==> src/rtl/mc_ctrl_320_pkg.sv <==
// Shared encodings for the multi-cycle MIPS controller: FSM states, ALU
// operation codes, datapath mux selects, instruction classes and opcodes.
package mc_ctrl_320_pkg;

  // FSM state encoding, also visible on the state output port
  typedef enum logic [2:0] {
    ST_IF   = 3'd0,
    ST_ID   = 3'd1,
    ST_EX   = 3'd2,
    ST_MEM  = 3'd3,
    ST_WB   = 3'd4,
    ST_HALT = 3'd5
  } state_e;

  // ALU operation codes shared with the ALU
  localparam logic [4:0] ALU_ADD  = 5'd0;
  localparam logic [4:0] ALU_SUB  = 5'd1;
  localparam logic [4:0] ALU_SLT  = 5'd2;
  localparam logic [4:0] ALU_AND  = 5'd3;
  localparam logic [4:0] ALU_NOR  = 5'd4;
  localparam logic [4:0] ALU_OR   = 5'd5;
  localparam logic [4:0] ALU_XOR  = 5'd6;
  localparam logic [4:0] ALU_SLL  = 5'd7;
  localparam logic [4:0] ALU_SRL  = 5'd8;
  localparam logic [4:0] ALU_SLTU = 5'd9;
  localparam logic [4:0] ALU_JALR = 5'd10;
  localparam logic [4:0] ALU_JR   = 5'd11;
  localparam logic [4:0] ALU_SLLV = 5'd12;
  localparam logic [4:0] ALU_SRA  = 5'd13;
  localparam logic [4:0] ALU_SRAV = 5'd14;
  localparam logic [4:0] ALU_SRLV = 5'd15;
  localparam logic [4:0] ALU_LUI  = 5'd16;

  // Datapath mux selects
  localparam logic [1:0] SRCA_RS    = 2'd0;
  localparam logic [1:0] SRCA_SHAMT = 2'd1;

  localparam logic [1:0] SRCB_RT    = 2'd0;
  localparam logic [1:0] SRCB_SEXT  = 2'd1;
  localparam logic [1:0] SRCB_ZEXT  = 2'd2;
  localparam logic [1:0] SRCB_FOUR  = 2'd3;

  localparam logic [1:0] WB_ALU     = 2'd0;
  localparam logic [1:0] WB_MEM     = 2'd1;
  localparam logic [1:0] WB_PC4     = 2'd2;

  localparam logic [1:0] DST_RT     = 2'd0;
  localparam logic [1:0] DST_RD     = 2'd1;
  localparam logic [1:0] DST_RA     = 2'd2;

  localparam logic [1:0] PC_PLUS4   = 2'd0;
  localparam logic [1:0] PC_BRANCH  = 2'd1;
  localparam logic [1:0] PC_JUMP    = 2'd2;
  localparam logic [1:0] PC_RS      = 2'd3;

  // Instruction classes that steer the FSM
  typedef enum logic [3:0] {
    CL_ALU  = 4'd0,
    CL_LW   = 4'd1,
    CL_SW   = 4'd2,
    CL_BEQ  = 4'd3,
    CL_BNE  = 4'd4,
    CL_J    = 4'd5,
    CL_JAL  = 4'd6,
    CL_JR   = 4'd7,
    CL_JALR = 4'd8
  } class_e;

  // Primary opcodes
  localparam logic [5:0] OP_RTYPE = 6'h00;
  localparam logic [5:0] OP_J     = 6'h02;
  localparam logic [5:0] OP_JAL   = 6'h03;
  localparam logic [5:0] OP_BEQ   = 6'h04;
  localparam logic [5:0] OP_BNE   = 6'h05;
  localparam logic [5:0] OP_ADDI  = 6'h08;
  localparam logic [5:0] OP_ADDIU = 6'h09;
  localparam logic [5:0] OP_SLTI  = 6'h0A;
  localparam logic [5:0] OP_SLTIU = 6'h0B;
  localparam logic [5:0] OP_ANDI  = 6'h0C;
  localparam logic [5:0] OP_ORI   = 6'h0D;
  localparam logic [5:0] OP_XORI  = 6'h0E;
  localparam logic [5:0] OP_LUI   = 6'h0F;
  localparam logic [5:0] OP_LW    = 6'h23;
  localparam logic [5:0] OP_SW    = 6'h2B;

  // R-type function codes
  localparam logic [5:0] FN_SLL  = 6'h00;
  localparam logic [5:0] FN_SRL  = 6'h02;
  localparam logic [5:0] FN_SRA  = 6'h03;
  localparam logic [5:0] FN_SLLV = 6'h04;
  localparam logic [5:0] FN_SRLV = 6'h06;
  localparam logic [5:0] FN_SRAV = 6'h07;
  localparam logic [5:0] FN_JR   = 6'h08;
  localparam logic [5:0] FN_JALR = 6'h09;
  localparam logic [5:0] FN_ADD  = 6'h20;
  localparam logic [5:0] FN_ADDU = 6'h21;
  localparam logic [5:0] FN_SUB  = 6'h22;
  localparam logic [5:0] FN_SUBU = 6'h23;
  localparam logic [5:0] FN_AND  = 6'h24;
  localparam logic [5:0] FN_OR   = 6'h25;
  localparam logic [5:0] FN_XOR  = 6'h26;
  localparam logic [5:0] FN_NOR  = 6'h27;
  localparam logic [5:0] FN_SLT  = 6'h2A;
  localparam logic [5:0] FN_SLTU = 6'h2B;

  // Classes that finish in EX by redirecting (or not) the PC
  function automatic logic is_flow_class(input class_e c);
    return (c == CL_BEQ) || (c == CL_BNE) || (c == CL_J) ||
           (c == CL_JAL) || (c == CL_JR)  || (c == CL_JALR);
  endfunction

endpackage

==> src/rtl/mc_ctrl_320_decode.sv <==
// Combinational instruction decoder: {opcode, funct} to class, ALU op,
// operand selects, destination select and legality. Also flags add/addi
// as the only instructions that honour the signed-overflow trap.
module mc_decode_320
  import mc_ctrl_320_pkg::*;
(
  input  logic [5:0] i_opcode,
  input  logic [5:0] i_funct,
  output class_e     o_class,
  output logic [4:0] o_alu_op,
  output logic [1:0] o_src_a,
  output logic [1:0] o_src_b,
  output logic [1:0] o_dst_sel,
  output logic       o_legal,
  output logic       o_ovf_chk
);

  // Table lookup of the supported instruction set; anything else is illegal
  always_comb begin
    o_class   = CL_ALU;
    o_alu_op  = ALU_ADD;
    o_src_a   = SRCA_RS;
    o_src_b   = SRCB_RT;
    o_dst_sel = DST_RT;
    o_legal   = 1'b1;
    o_ovf_chk = 1'b0;
    case (i_opcode)
      OP_RTYPE: begin
        o_dst_sel = DST_RD;
        case (i_funct)
          FN_ADD:  begin o_alu_op = ALU_ADD; o_ovf_chk = 1'b1; end
          FN_ADDU: o_alu_op = ALU_ADD;
          FN_SUB:  o_alu_op = ALU_SUB;
          FN_SUBU: o_alu_op = ALU_SUB;
          FN_AND:  o_alu_op = ALU_AND;
          FN_OR:   o_alu_op = ALU_OR;
          FN_XOR:  o_alu_op = ALU_XOR;
          FN_NOR:  o_alu_op = ALU_NOR;
          FN_SLT:  o_alu_op = ALU_SLT;
          FN_SLTU: o_alu_op = ALU_SLTU;
          FN_SLL:  begin o_alu_op = ALU_SLL; o_src_a = SRCA_SHAMT; end
          FN_SRL:  begin o_alu_op = ALU_SRL; o_src_a = SRCA_SHAMT; end
          FN_SRA:  begin o_alu_op = ALU_SRA; o_src_a = SRCA_SHAMT; end
          FN_SLLV: o_alu_op = ALU_SLLV;
          FN_SRLV: o_alu_op = ALU_SRLV;
          FN_SRAV: o_alu_op = ALU_SRAV;
          FN_JR:   begin o_class = CL_JR;   o_alu_op = ALU_JR;   end
          FN_JALR: begin o_class = CL_JALR; o_alu_op = ALU_JALR; end
          default: o_legal = 1'b0;
        endcase
      end
      OP_ADDI:  begin o_alu_op = ALU_ADD;  o_src_b = SRCB_SEXT; o_ovf_chk = 1'b1; end
      OP_ADDIU: begin o_alu_op = ALU_ADD;  o_src_b = SRCB_SEXT; end
      OP_SLTI:  begin o_alu_op = ALU_SLT;  o_src_b = SRCB_SEXT; end
      OP_SLTIU: begin o_alu_op = ALU_SLTU; o_src_b = SRCB_SEXT; end
      OP_ANDI:  begin o_alu_op = ALU_AND;  o_src_b = SRCB_ZEXT; end
      OP_ORI:   begin o_alu_op = ALU_OR;   o_src_b = SRCB_ZEXT; end
      OP_XORI:  begin o_alu_op = ALU_XOR;  o_src_b = SRCB_ZEXT; end
      OP_LUI:   begin o_alu_op = ALU_LUI;  o_src_b = SRCB_SEXT; end
      OP_LW:    begin o_class = CL_LW; o_alu_op = ALU_ADD; o_src_b = SRCB_SEXT; end
      OP_SW:    begin o_class = CL_SW; o_alu_op = ALU_ADD; o_src_b = SRCB_SEXT; end
      // Branch compares rs against rt by subtraction; the ALU zero flag decides
      OP_BEQ:   begin o_class = CL_BEQ; o_alu_op = ALU_SUB; end
      OP_BNE:   begin o_class = CL_BNE; o_alu_op = ALU_SUB; end
      OP_J:     o_class = CL_J;
      OP_JAL:   begin o_class = CL_JAL; o_dst_sel = DST_RA; end
      default:  o_legal = 1'b0;
    endcase
  end

endmodule

==> src/rtl/mc_ctrl_320.sv <==
// Multi-cycle MIPS control unit: IF/ID/EX/MEM/WB FSM with a sticky HALT
// state entered on illegal encodings or (optionally) add/addi overflow.
// Outputs are a Moore decode of the registered state plus instr fields.
module mc_ctrl_320
  import mc_ctrl_320_pkg::*;
#(
  parameter bit TRAP_EN = 1'b1
) (
  input  logic        clk,
  input  logic        rst_n,
  input  logic [31:0] instr,
  input  logic        zero,
  input  logic        sml,
  input  logic        overflow,
  input  logic        mem_ready,
  output logic [4:0]  alu_op,
  output logic        mem_req,
  output logic        mem_we,
  output logic        ir_we,
  output logic        pc_we,
  output logic        reg_we,
  output logic [1:0]  src_a,
  output logic [1:0]  src_b,
  output logic [1:0]  wb_sel,
  output logic [1:0]  dst_sel,
  output logic [1:0]  pc_sel,
  output logic        trap,
  output logic [2:0]  state
);

  state_e     r_state;
  state_e     w_next;
  logic       r_trap;

  class_e     w_class;
  logic [4:0] w_alu_op;
  logic [1:0] w_src_a;
  logic [1:0] w_src_b;
  logic [1:0] w_dst_sel;
  logic       w_legal;
  logic       w_ovf_chk;

  logic       w_mem_req;
  logic       w_mem_we;
  logic       w_ir_we;
  logic       w_pc_we;
  logic       w_reg_we;

  // sml and the register/immediate fields are consumed by the datapath only
  logic       w_unused;
  assign w_unused = &{1'b0, sml, instr[25:6]};

  mc_decode_320 u_decode (
    .i_opcode  (instr[31:26]),
    .i_funct   (instr[5:0]),
    .o_class   (w_class),
    .o_alu_op  (w_alu_op),
    .o_src_a   (w_src_a),
    .o_src_b   (w_src_b),
    .o_dst_sel (w_dst_sel),
    .o_legal   (w_legal),
    .o_ovf_chk (w_ovf_chk)
  );

  // State register and sticky trap flag; reset abandons any access in flight
  always_ff @(posedge clk or negedge rst_n) begin
    if (!rst_n) begin
      r_state <= ST_IF;
      r_trap  <= 1'b0;
    end else begin
      r_state <= w_next;
      if (w_next == ST_HALT) r_trap <= 1'b1;
    end
  end

  // Next-state selection from the current state, decode and handshakes
  always_comb begin
    w_next = r_state;
    case (r_state)
      ST_IF:   if (mem_ready) w_next = ST_ID;
      ST_ID:   w_next = w_legal ? ST_EX : ST_HALT;
      ST_EX: begin
        if ((w_class == CL_LW) || (w_class == CL_SW)) begin
          w_next = ST_MEM;
        end else if (is_flow_class(w_class)) begin
          w_next = ST_IF;
        end else if (TRAP_EN && w_ovf_chk && overflow) begin
          // Trapped add/addi never reaches WB, so the register file is untouched
          w_next = ST_HALT;
        end else begin
          w_next = ST_WB;
        end
      end
      ST_MEM: begin
        if (mem_ready) w_next = (w_class == CL_SW) ? ST_IF : ST_WB;
      end
      ST_WB:   w_next = ST_IF;
      ST_HALT: w_next = ST_HALT;
      default: w_next = ST_IF;
    endcase
  end

  // Moore output decode: strobes and mux selects per state and instruction
  always_comb begin
    w_mem_req = 1'b0;
    w_mem_we  = 1'b0;
    w_ir_we   = 1'b0;
    w_pc_we   = 1'b0;
    w_reg_we  = 1'b0;
    alu_op    = ALU_ADD;
    src_a     = SRCA_RS;
    src_b     = SRCB_RT;
    wb_sel    = WB_ALU;
    dst_sel   = DST_RT;
    pc_sel    = PC_PLUS4;
    case (r_state)
      ST_IF: begin
        w_mem_req = 1'b1;
        w_ir_we   = mem_ready;
        w_pc_we   = mem_ready;
      end
      ST_EX: begin
        alu_op = w_alu_op;
        src_a  = w_src_a;
        src_b  = w_src_b;
        case (w_class)
          CL_BEQ: if (zero) begin
            w_pc_we = 1'b1;
            pc_sel  = PC_BRANCH;
          end
          CL_BNE: if (!zero) begin
            w_pc_we = 1'b1;
            pc_sel  = PC_BRANCH;
          end
          CL_J: begin
            w_pc_we = 1'b1;
            pc_sel  = PC_JUMP;
          end
          CL_JAL: begin
            w_pc_we  = 1'b1;
            pc_sel   = PC_JUMP;
            w_reg_we = 1'b1;
            dst_sel  = DST_RA;
            wb_sel   = WB_PC4;
          end
          CL_JR: begin
            w_pc_we = 1'b1;
            pc_sel  = PC_RS;
          end
          CL_JALR: begin
            w_pc_we  = 1'b1;
            pc_sel   = PC_RS;
            w_reg_we = 1'b1;
            dst_sel  = DST_RD;
            wb_sel   = WB_PC4;
          end
          default: ;
        endcase
      end
      ST_MEM: begin
        w_mem_req = 1'b1;
        w_mem_we  = (w_class == CL_SW);
      end
      ST_WB: begin
        w_reg_we = 1'b1;
        dst_sel  = w_dst_sel;
        wb_sel   = (w_class == CL_LW) ? WB_MEM : WB_ALU;
      end
      default: ;
    endcase
  end

  // Strobes are forced low combinationally while reset is held
  assign mem_req = w_mem_req & rst_n;
  assign mem_we  = w_mem_we  & rst_n;
  assign ir_we   = w_ir_we   & rst_n;
  assign pc_we   = w_pc_we   & rst_n;
  assign reg_we  = w_reg_we  & rst_n;

  assign trap    = r_trap;
  assign state   = r_state;

endmodule

==> config.mk <==
export PLATFORM = sky130hd
export DESIGN_NAME = mc_ctrl_320
export DESIGN_NICKNAME = d
export VERILOG_FILES = /design/src/rtl/mc_ctrl_320_pkg.sv /design/src/rtl/mc_ctrl_320_decode.sv /design/src/rtl/mc_ctrl_320.sv
export SDC_FILE = /design/constraint.sdc
export NUM_CORES = 1
export LEC_CHECK = 0
export ABC_CLOCK_PERIOD_IN_PS = 5120
export BUFFER_PORTS_ARGS = -buffer_cell sky130_fd_sc_hd__buf_2
export CORE_MARGIN = 3
export CORE_UTILIZATION = 40
export DETAILED_ROUTE_END_ITERATION = 6
export GPL_ROUTABILITY_DRIVEN = 0
export GPL_TIMING_DRIVEN = 0
export PLACE_DENSITY = 0.74
export RECOVER_POWER = 50
export SLEW_MARGIN = 20
export SYNTH_ARGS = -nofsm -noshare
export SYNTH_HDL_FRONTEND = slang
export SYNTH_SLANG_ARGS = --single-unit
==> constraint.sdc <==
create_clock -name clk -period 5.12 [get_ports clk]
set_input_delay 0.768 -clock clk [delete_from_list [all_inputs] [get_ports clk]]
set_output_delay 0.768 -clock clk [all_outputs]
set_load 0.01 [all_outputs]
Word level (Yosys, flattened, before mapping)

Index checks and enable logic that the tools add are counted.

Flip-flop bits (word level): 4
Output and inout port bits: 24
Word-level logic and storage cells: 115

Bitwise logic cells: 5
Eq/ne operators: 45
Reduce and logical (&&, ||, !) cells: 22
Multiplexer cells: 41

Operators by type and width:

| operator             | count |
|---|---|
| $eq A6 B6 Y1 const B | 12 |
| $eq A6 B4 Y1 const B | 10 |
| $pmux W4 S15         | 1 |
| $pmux W5 S8          | 1 |
| $eq A6 B3 Y1 const B | 5 |
| $pmux W4 S7          | 1 |
| $eq A6 B2 Y1 const B | 4 |
| $pmux W2 S2          | 5 |
| $mux W3              | 6 |
| $reduce_or A18 Y1    | 1 |
| $eq A4 B3 Y1 const B | 4 |
| $pmux W3 S5          | 1 |
| $reduce_or A14 Y1    | 1 |
| $mux W1              | 13 |
| $logic_not A6 Y1     | 2 |
| $reduce_or A2 Y1     | 6 |
| $mux W2              | 5 |
| $eq A3 B3 Y1 const B | 3 |
| $eq A4 B2 Y1 const B | 2 |
| $pmux W1 S2          | 4 |
| $pmux W2 S4          | 1 |
| $pmux W4 S2          | 1 |
| $reduce_or A7 Y1     | 1 |
| $eq A3 B2 Y1 const B | 2 |
| other kinds (11)     | 21 |

Logic depth before layout (Yosys ltp)

Gate-level depths: netlist of run 1.

Word-level depth: 13
Mapped depth: 6
Depth with buffers taken out: 5

Modules after synthesis

From an unflattened synthesis of run 1, not the netlist that was laid out.

Cells, all modules: 170
Area total of the unflattened synthesis: 1208.7 µm²

By module, submodules not included:

| module        | times used | area each (µm²) | sequential area each (µm²) | cells an instance |
|---|---|---|---|---|
| mc_decode_320 | 1          | 686.9           | 0.0                        | 98 |
| mc_ctrl_320   | 1          | 521.8           | 100.1                      | 72 |

Worst setup path before layout of run 1

OpenSTA, ideal clock, no wires.

Path type: input-to-output
Start: in instr[1]
End: out pc_we
Arrival: 2.162 ns
Stages: 5
Required time: 4.352 ns
Setup slack: 2.190 ns
Path buffers: 0
Path through: or3b_1 -> and4b_1 -> o21ai_1 -> o32a_1 -> a221oi_2

Cells in the longest elaborated chain, start to end: 8
Elaborated cells on any way between the ends: 14

Ends and longest elaborated chain:

| what                                                | line                     | text |
|---|---|---|
| from (decl)                                         | mc_ctrl_320.sv:11        | `input logic [31:0] instr,` |
| $eq A6 B4 Y1                                        | mc_ctrl_320_decode.sv:30 | `case (i_funct)` |
| $pmux W4 S2 (*)                                     | mc_ctrl_320_decode.sv:30 |  |
| $pmux W4 S7 (*)                                     | mc_ctrl_320_decode.sv:27 | `case (i_opcode)` |
| $eq A4 B3 Y1 / $eq A4 B4 Y1 (equally long branches) | mc_ctrl_320.sv:126       | `case (w_class)` |
| $reduce_or A4 Y1 (no source line)                   | n/a                      |  |
| $pmux W1 S3 (*)                                     | mc_ctrl_320.sv:126       |  |
| $pmux W1 S2 (*)                                     | mc_ctrl_320.sv:116       | `case (r_state)` |
| $and A1 B1 Y1 (*)                                   | mc_ctrl_320.sv:177       | `assign pc_we = w_pc_we & rst_n;` |
| to (decl)                                           | mc_ctrl_320.sv:20        | `output logic pc_we,` |

Every way passes the cells marked *; elsewhere a longest branch is shown, timed or not.

Worst setup path in the final report of run 1

Same ends and word-level chain as after synthesis.

==> parameters.txt, run 1 <==
Parameter                              Value

Final layout
  Area of all placed cells without fillers ... 1220 um2
  Count of antenna diodes in the layout ... 0
  Layout cells sized above 1 ... 21.0%
  Fillers ... about 250
  Net count, final ... 235
  Syn-to-layout area delta ... 23.3%

CTS
  TritonCTS Buffers ... 3
  Max Root-Sink Buffers ... 2
  Hold buffers post-CTS ... 0
  H-tree levels ... 1
  TritonCTS clock tree ... done
  Post_cts resized ... 0
  Clk Tree Root Cell ... clkbuf_4
  CTS clk-pin slew, worst paths ... roughly 0.030 ns
  Clock insertion delay at the later pin of the skew report ... 0.23 ns
  TritonCTS Sinks ... 4
  Post-CTS Setup Repair Bufs ... 0

Power
  Largest vdd supply drop ... 0.0896 mV
  Part of the total power dissipated in sequential elements ... 26.2%
  Net Switching ... 0.0446 mW
  Clock network fraction of total power ... 30.7%
  Internal power ... 0.0768 mW
  Comb power frac ... 43.1%
  Post-layout total power ... 0.121 mW
  Pleak ... approximately 0.46 nW
  Power per unit of standard cell area ... between 90 and 100 nW/um2
  Switching share of power ... 36.7%

Timing
  Max transition margin ... 54.1%
  Hold violation count in the final report ... 0
  Post-layout min period ... ~3.3 ns
  Max-slew violation count ... 0
  Share of the clock period used by the worst path after layout ... 65.2%
  Worst Max-Slew Pin Slew ... 0.684 ns
  TNS Setup ... 0 ns
  Setup Skew ... roughly 0.00036 ns
  Worst-case hold slack ... ~0.37 ns
  RSZ-0062 raised after global routing ... false
  Highest achievable clock rate ... 300 MHz
  Final setup violation count ... 0

Floorplan
  Starting utilization of the core area ... 43.7%
  Core Region ... 2280 um2
  Total die area ... 3120 um2
  Die W ... 55.8 um
  DIE HEIGHT ... ~56 um
  Number of placed I/O pins ... 62
  Num rows ... 17

Synth
  Most frequent cell after synthesis ... nor2_1
  Commonest cells in the synthesized netlist ... nor2_1, a21oi_1, nor3_1
  Count of distinct cell types in the synthesized netlist ... between 40 and 50
  Async set or reset register ratio after synthesis ... 100%
  Mapped Cells ... 155
  Top cell type by total area after synthesis ... dfrtp_1
  Sequential fraction of the synthesis area ... between 10% and 20%
  Post-Synthesis Cell Area ... about 990 um2
  Area share of the leading cell type in the synthesized netlist ... 10.1%
  Synthesized area per cell ... 6.41 um2
  Flip-flop and latch count after synthesis ... 4
  Net count after synthesis ... 193
  Cells taking the most area after synthesis ... dfrtp_1, a21oi_1, nor2_1, nor2b_1, nor3_1
  YS warnings ... 0
  Top FF cell, synth ... dfrtp_1
  Number of synthesized flops with an enable pin ... 0

Global route
  Number of global-route vias before repair ... 1,225
  Global-route usage over all layers ... 20.1%
  GRT overflow ... 0
  Maximum number of pins on one net before global-route repair ... 11
  Global-route wire length before repair ... 5.26 mm
  Number of antenna violations at the first check in global routing ... 0

Drt
  Number of design-rule violations left by the first detailed-router iteration ... 90
  Total via count after detailed routing ... 1,361
  Met1 wire length ... between 1 and 1.5 mm
  Top metal layer carrying routed signals ... met4
  DRT antenna net count ... 0
  Met3 Wirelength ... between 200 and 250 um
  DR WL met2 ... 1.61 mm
  Number of optimization iterations in the first detailed-route pass ... 4
  Routed wire length per instance ... around 15 um
  Final routed DRC violation total ... 0
  Final wirelength ... 3.25 mm
  Ratio of routed vias to standard cells ... 6.10

Worst setup path
  Worst-path fanout max ... 5
  Sort of element at the end of the critical path ... primary output
  Data arrival time of the critical path ... between 2 and 3 ns
  Startpoint Class ... input port
  Category of the critical setup timing path ... in -> out
  R2R cell count ... 4
  Required @ worst endpoint ... ~4.4 ns

Min path
  Worst hold-check path type ... in -> async

Placed design
  Placed inst area ... 1210 um2
  Placed wire-length estimate after detailed placement ... between 2 and 2.5 mm
  Number of I/O port buffers ... 37

Flow run
  Max-Cap Viols ... 0

Outcome
  Status ... finished, final reports clean
[flip-flops by register name, summed over array words and instances, names as in the netlist]
name and count:
trap 1, state 3
[routing by layer]
metal	vias to the layer above	global-route usage, %
li1	668	-
met1	623	25.3
met2	66	34.1
met3	4	2.78
met4	0	8.14
met5	-	0
[final cells by class]
cell class,count,area (um2),share of cell area [%]
plain buffers,12,51.3,4.19
clock buffers,3,22.5,1.84
inverters,6,22.5,1.84
multi-input cells,133,817,66.7
flip-flops and latches,4,100,8.17
well taps,28,35.0,2.86
repair buffers,37,176,14.4
[placed cells by master (no fill, tap or decap), types with 3 or more instances in the layout]
cell and instances:
nand4_1 4, clkbuf_4 3, o21a_1 3, nor2b_1 10, o32a_1 3, buf_2 32
inv_1 6, nand2_1 10, o22ai_1 3, a21oi_1 14, clkbuf_1 16, a31oi_1 3
nor4_1 3, o21ai_0 7, dfrtp_1 4, a211oi_1 4, nor2_1 17, nand3_1 3
nor3_1 11
[logic make-up after synthesis]
family,synth area share (%)
xor gates and xnor gates,2.65
DFF,10.1
muxes,1.01
other,0.377
buffers and inverters,7.68
and+or+nand+nor,42.6
AOI/OAI and AO/OA,35.6
[stage by stage]
step / setup slack [ns] / utilization (%) / std cells
finish: 1.78 / 53.8 / 223
global route: 1.67 / 53.8 / 223
CTS: 1.83 / 54.3 / 223
detailed placement: 1.84 / 53.3 / 220
global placement: 1.87 / 53.3 / 220
floorplan: 2.19 / - / 155
[critical path, stage by stage]
cell	delay (ns)
buf_2	0.12
or3b_1	0.42
nor3_1	0.49
o311a_1	0.27
nand2_1	0.09
a221oi_2	0.25
buf_2	0.16
[power groups by stage]
| stage | combinational, mW | clock (mW) | sequential, mW |
|---|---|---|---|
| 2_1_floorplan | 0.0341 | 0 | 0.0322 |
| 3_3_place_gp | 0.0492 | 0 | 0.0322 |
| 3_5_place_dp | 0.0510 | 0 | 0.0322 |
| 4_1_cts | 0.0513 | 0.0400 | 0.0318 |
| 5_1_grt | 0.0573 | 0.0396 | 0.0318 |
| 6_report | 0.0523 | 0.0373 | 0.0318 |
[path summary, 6_finish.rpt]
check	start	end	slack, ns
worst max-delay path	instr[1]	pc_we	1.78
worst min-delay path	rst_n	state[0]	0.37
max in group asynchronous	rst_n	state[2]	4.55
worst max register to register	state[1]	trap	3.41
worst min register to register	trap	trap	0.49
min in group clk	trap	trap	0.49
(Power assumes the default switching activity.)
==> run 2: changes to the inputs <==
Settings changed: ABC_CLOCK_PERIOD_IN_PS 5120 to 2750, CORE_UTILIZATION 40 to 39, PLACE_DENSITY 0.74 to 0.75.
Clock period 5.12 ns to 2.75 ns, I/O delays scaled along.
==> parameters.txt, run 2 (synthesis results as in run 1) <==
Parameter                              Value

Global route
  GRT overflow ... 0
  Global-route usage over all layers ... a little under a fifth
  Global-route wire length before repair ... roughly 5.2 mm
  Number of global-route vias before repair ... about 1,200
  Number of antenna violations at the first check in global routing ... 0
  Maximum number of pins on one net before global-route repair ... 11

Worst setup path
  Required @ worst endpoint ... 2.34 ns
  Worst-path fanout max ... 5
  Crit path cell chain ... buf_2 -> or3b_1 -> nor3_1 -> o311a_1 -> nand2_1 -> a221oi_2 -> buf_2
  Category of the critical setup timing path ... in -> out
  Cell seen most often among critical-path stages ... buf_2
  Sort of element at the end of the critical path ... primary output
  Cell with the largest stage delay on the worst path ... nor3_1
  Startpoint Class ... input port
  Maximum single-stage delay on the critical path ... ~0.48 ns
  Data arrival time of the critical path ... 2.19 ns

CTS
  CTS clk-pin slew, worst paths ... ~0.03 ns
  H-tree levels ... 1
  Clock insertion delay at the later pin of the skew report ... 0.22 ns
  Clk Tree Root Cell ... clkbuf_4
  TritonCTS Buffers ... 3
  Max Root-Sink Buffers ... 2
  TritonCTS clock tree ... done
  TritonCTS Sinks ... 4

Floorplan
  Total die area ... 3190 um2
  Num rows ... 17
  Core Region ... 2320 um2
  Die W ... ~56 um
  Starting utilization of the core area ... 42.8%
  Number of placed I/O pins ... 62
  DIE HEIGHT ... approximately 56 um

Timing
  Post-layout min period ... between 2 and 3 ns
  TNS Setup ... 0 ns
  Worst-case hold slack ... a little under 0.5 ns
  Worst Max-Slew Pin Slew ... 0.629 ns
  RSZ-0062 raised after global routing ... false
  Highest achievable clock rate ... 384 MHz
  Max-slew violation count ... 0
  Max transition margin ... 57.8%
  Share of the clock period used by the worst path after layout ... 94.8%
  Final setup violation count ... 0
  Setup Skew ... roughly 0.00035 ns
  Hold violation count in the final report ... 0

Final layout
  Storage element area ... between 100 and 150 um2
  Number of flip-flops under the largest register name ... 3
  Fillers ... between 200 and 300
  Count of antenna diodes in the layout ... 0
  Layout cells sized above 1 ... 21.4%
  Most common cell after layout, fill and taps aside ... buf_2
  Syn-to-layout area delta ... 24.4%
  Most used cells in the layout excluding fill and tap cells ... buf_2, nor2_1, clkbuf_1, a21oi_1, nor3_1
  Net count, final ... 236
  Area of combinational cells with multiple inputs ... between 800 and 900 um2
  Cell Count, Final, Fillers Out ... about 220

Drt
  DRT antenna net count ... 0
  Number of optimization iterations in the first detailed-route pass ... 4
  Number of design-rule violations left by the first detailed-router iteration ... between 40 and 50
  Final wirelength ... 3.15 mm
  Final routed DRC violation total ... 0
  Routed wire length per instance ... roughly 14 um
  Total via count after detailed routing ... 1,361
  Ratio of routed vias to standard cells ... 6.08

Outcome
  Status ... finished, final reports clean

Placed design
  # placed instances ... 220
  Placed wire-length estimate after detailed placement ... ~2.4 mm
  Number of I/O port buffers ... 37

Flow run
  Max-Cap Viols ... 0

Power
  Pleak ... 0.468 nW
  Power per unit of standard cell area ... 182 nW/um2
  Largest vdd supply drop ... ~0.21 mV

Min path
  Worst hold-check path type ... reg -> reg
==> run 2: cell count changes in the layout (fill, tap and decap cells not counted), sizes merged <==
cell,before,now
buf,33,34
clkbuf,19,18
dlygate4sd3,0,1
==> run 2: area by class of cell <==
type	count	area share, %
clock buffer	3	1.82
buffer	12	4.25
tap	28	2.83
multi-input combinational	133	66.1
inverter	6	1.82
timing repair buffer	38	15.1
sequential	4	8.10
==> run 2: repair_timing <==
item                       CTS  global route
setup buffers                0             0
hold endpoints to repair     4             0
hold buffers                 1             0
resized for setup            0             0
setup endpoints to repair    0             0
==> run 2: final timing paths <==
path / from / end / slack [ns] / cells past startpoint
setup / recovery: instr[1] / pc_we / 0.14 / 7
hold / removal: trap / trap / 0.49 / 1
setup reg to reg: state[1] / trap / 0.99 / 4
hold reg to reg: trap / trap / 0.49 / 1
max in group asynchronous: rst_n / trap / 1.99 / 2
min in group asynchronous: rst_n / state[2] / 0.57 / 2
==> run 2: critical path: cells and delay by family <==
kind	cells	cell delay [ns]
AO/OA/AOI/OAI	2	0.51
buffers and inverters	2	0.28
AND/OR/NAND/NOR	3	0.99
==> run 2: metal layers <==
metal  share of wire [%]  vias to the layer above  track usage (%)
met5                   0                        -                0
met4                0.54                        0             4.07
met3                 6.5                        4             1.61
met2                  47                       58             32.0
met1                  46                      629             26.4
li1                    -                      670                -
==> run 2: stage by stage <==
step | cell area, um2 | total power, mW | worst slack [ns] | util [%]
5_1_grt | 1240 | 0.242 | 0.00730 | 53.3
3_5_place_dp | 1210 | 0.154 | 0.184 | 52.3
4_1_cts | 1250 | 0.227 | 0.177 | 53.8
2_1_floorplan | 993 | 0.124 | 0.531 | -
3_3_place_gp | 1210 | 0.151 | 0.217 | 52.3
6_report | 1240 | 0.225 | 0.144 | 53.3
==> run 2: report_power, final <==
| group | leakage [nW] | internal, mW | total, mW | switching, mW |
|---|---|---|---|---|
| logic | 0.414 | 0.0364 | 0.0973 | 0.0610 |
| clock network | 0.0138 | 0.0485 | 0.0683 | 0.0198 |
| registers | 0.0402 | 0.0592 | 0.0592 | 0.0000000000000290 |
| total | 0.468 | 0.144 | 0.225 | 0.0807 |
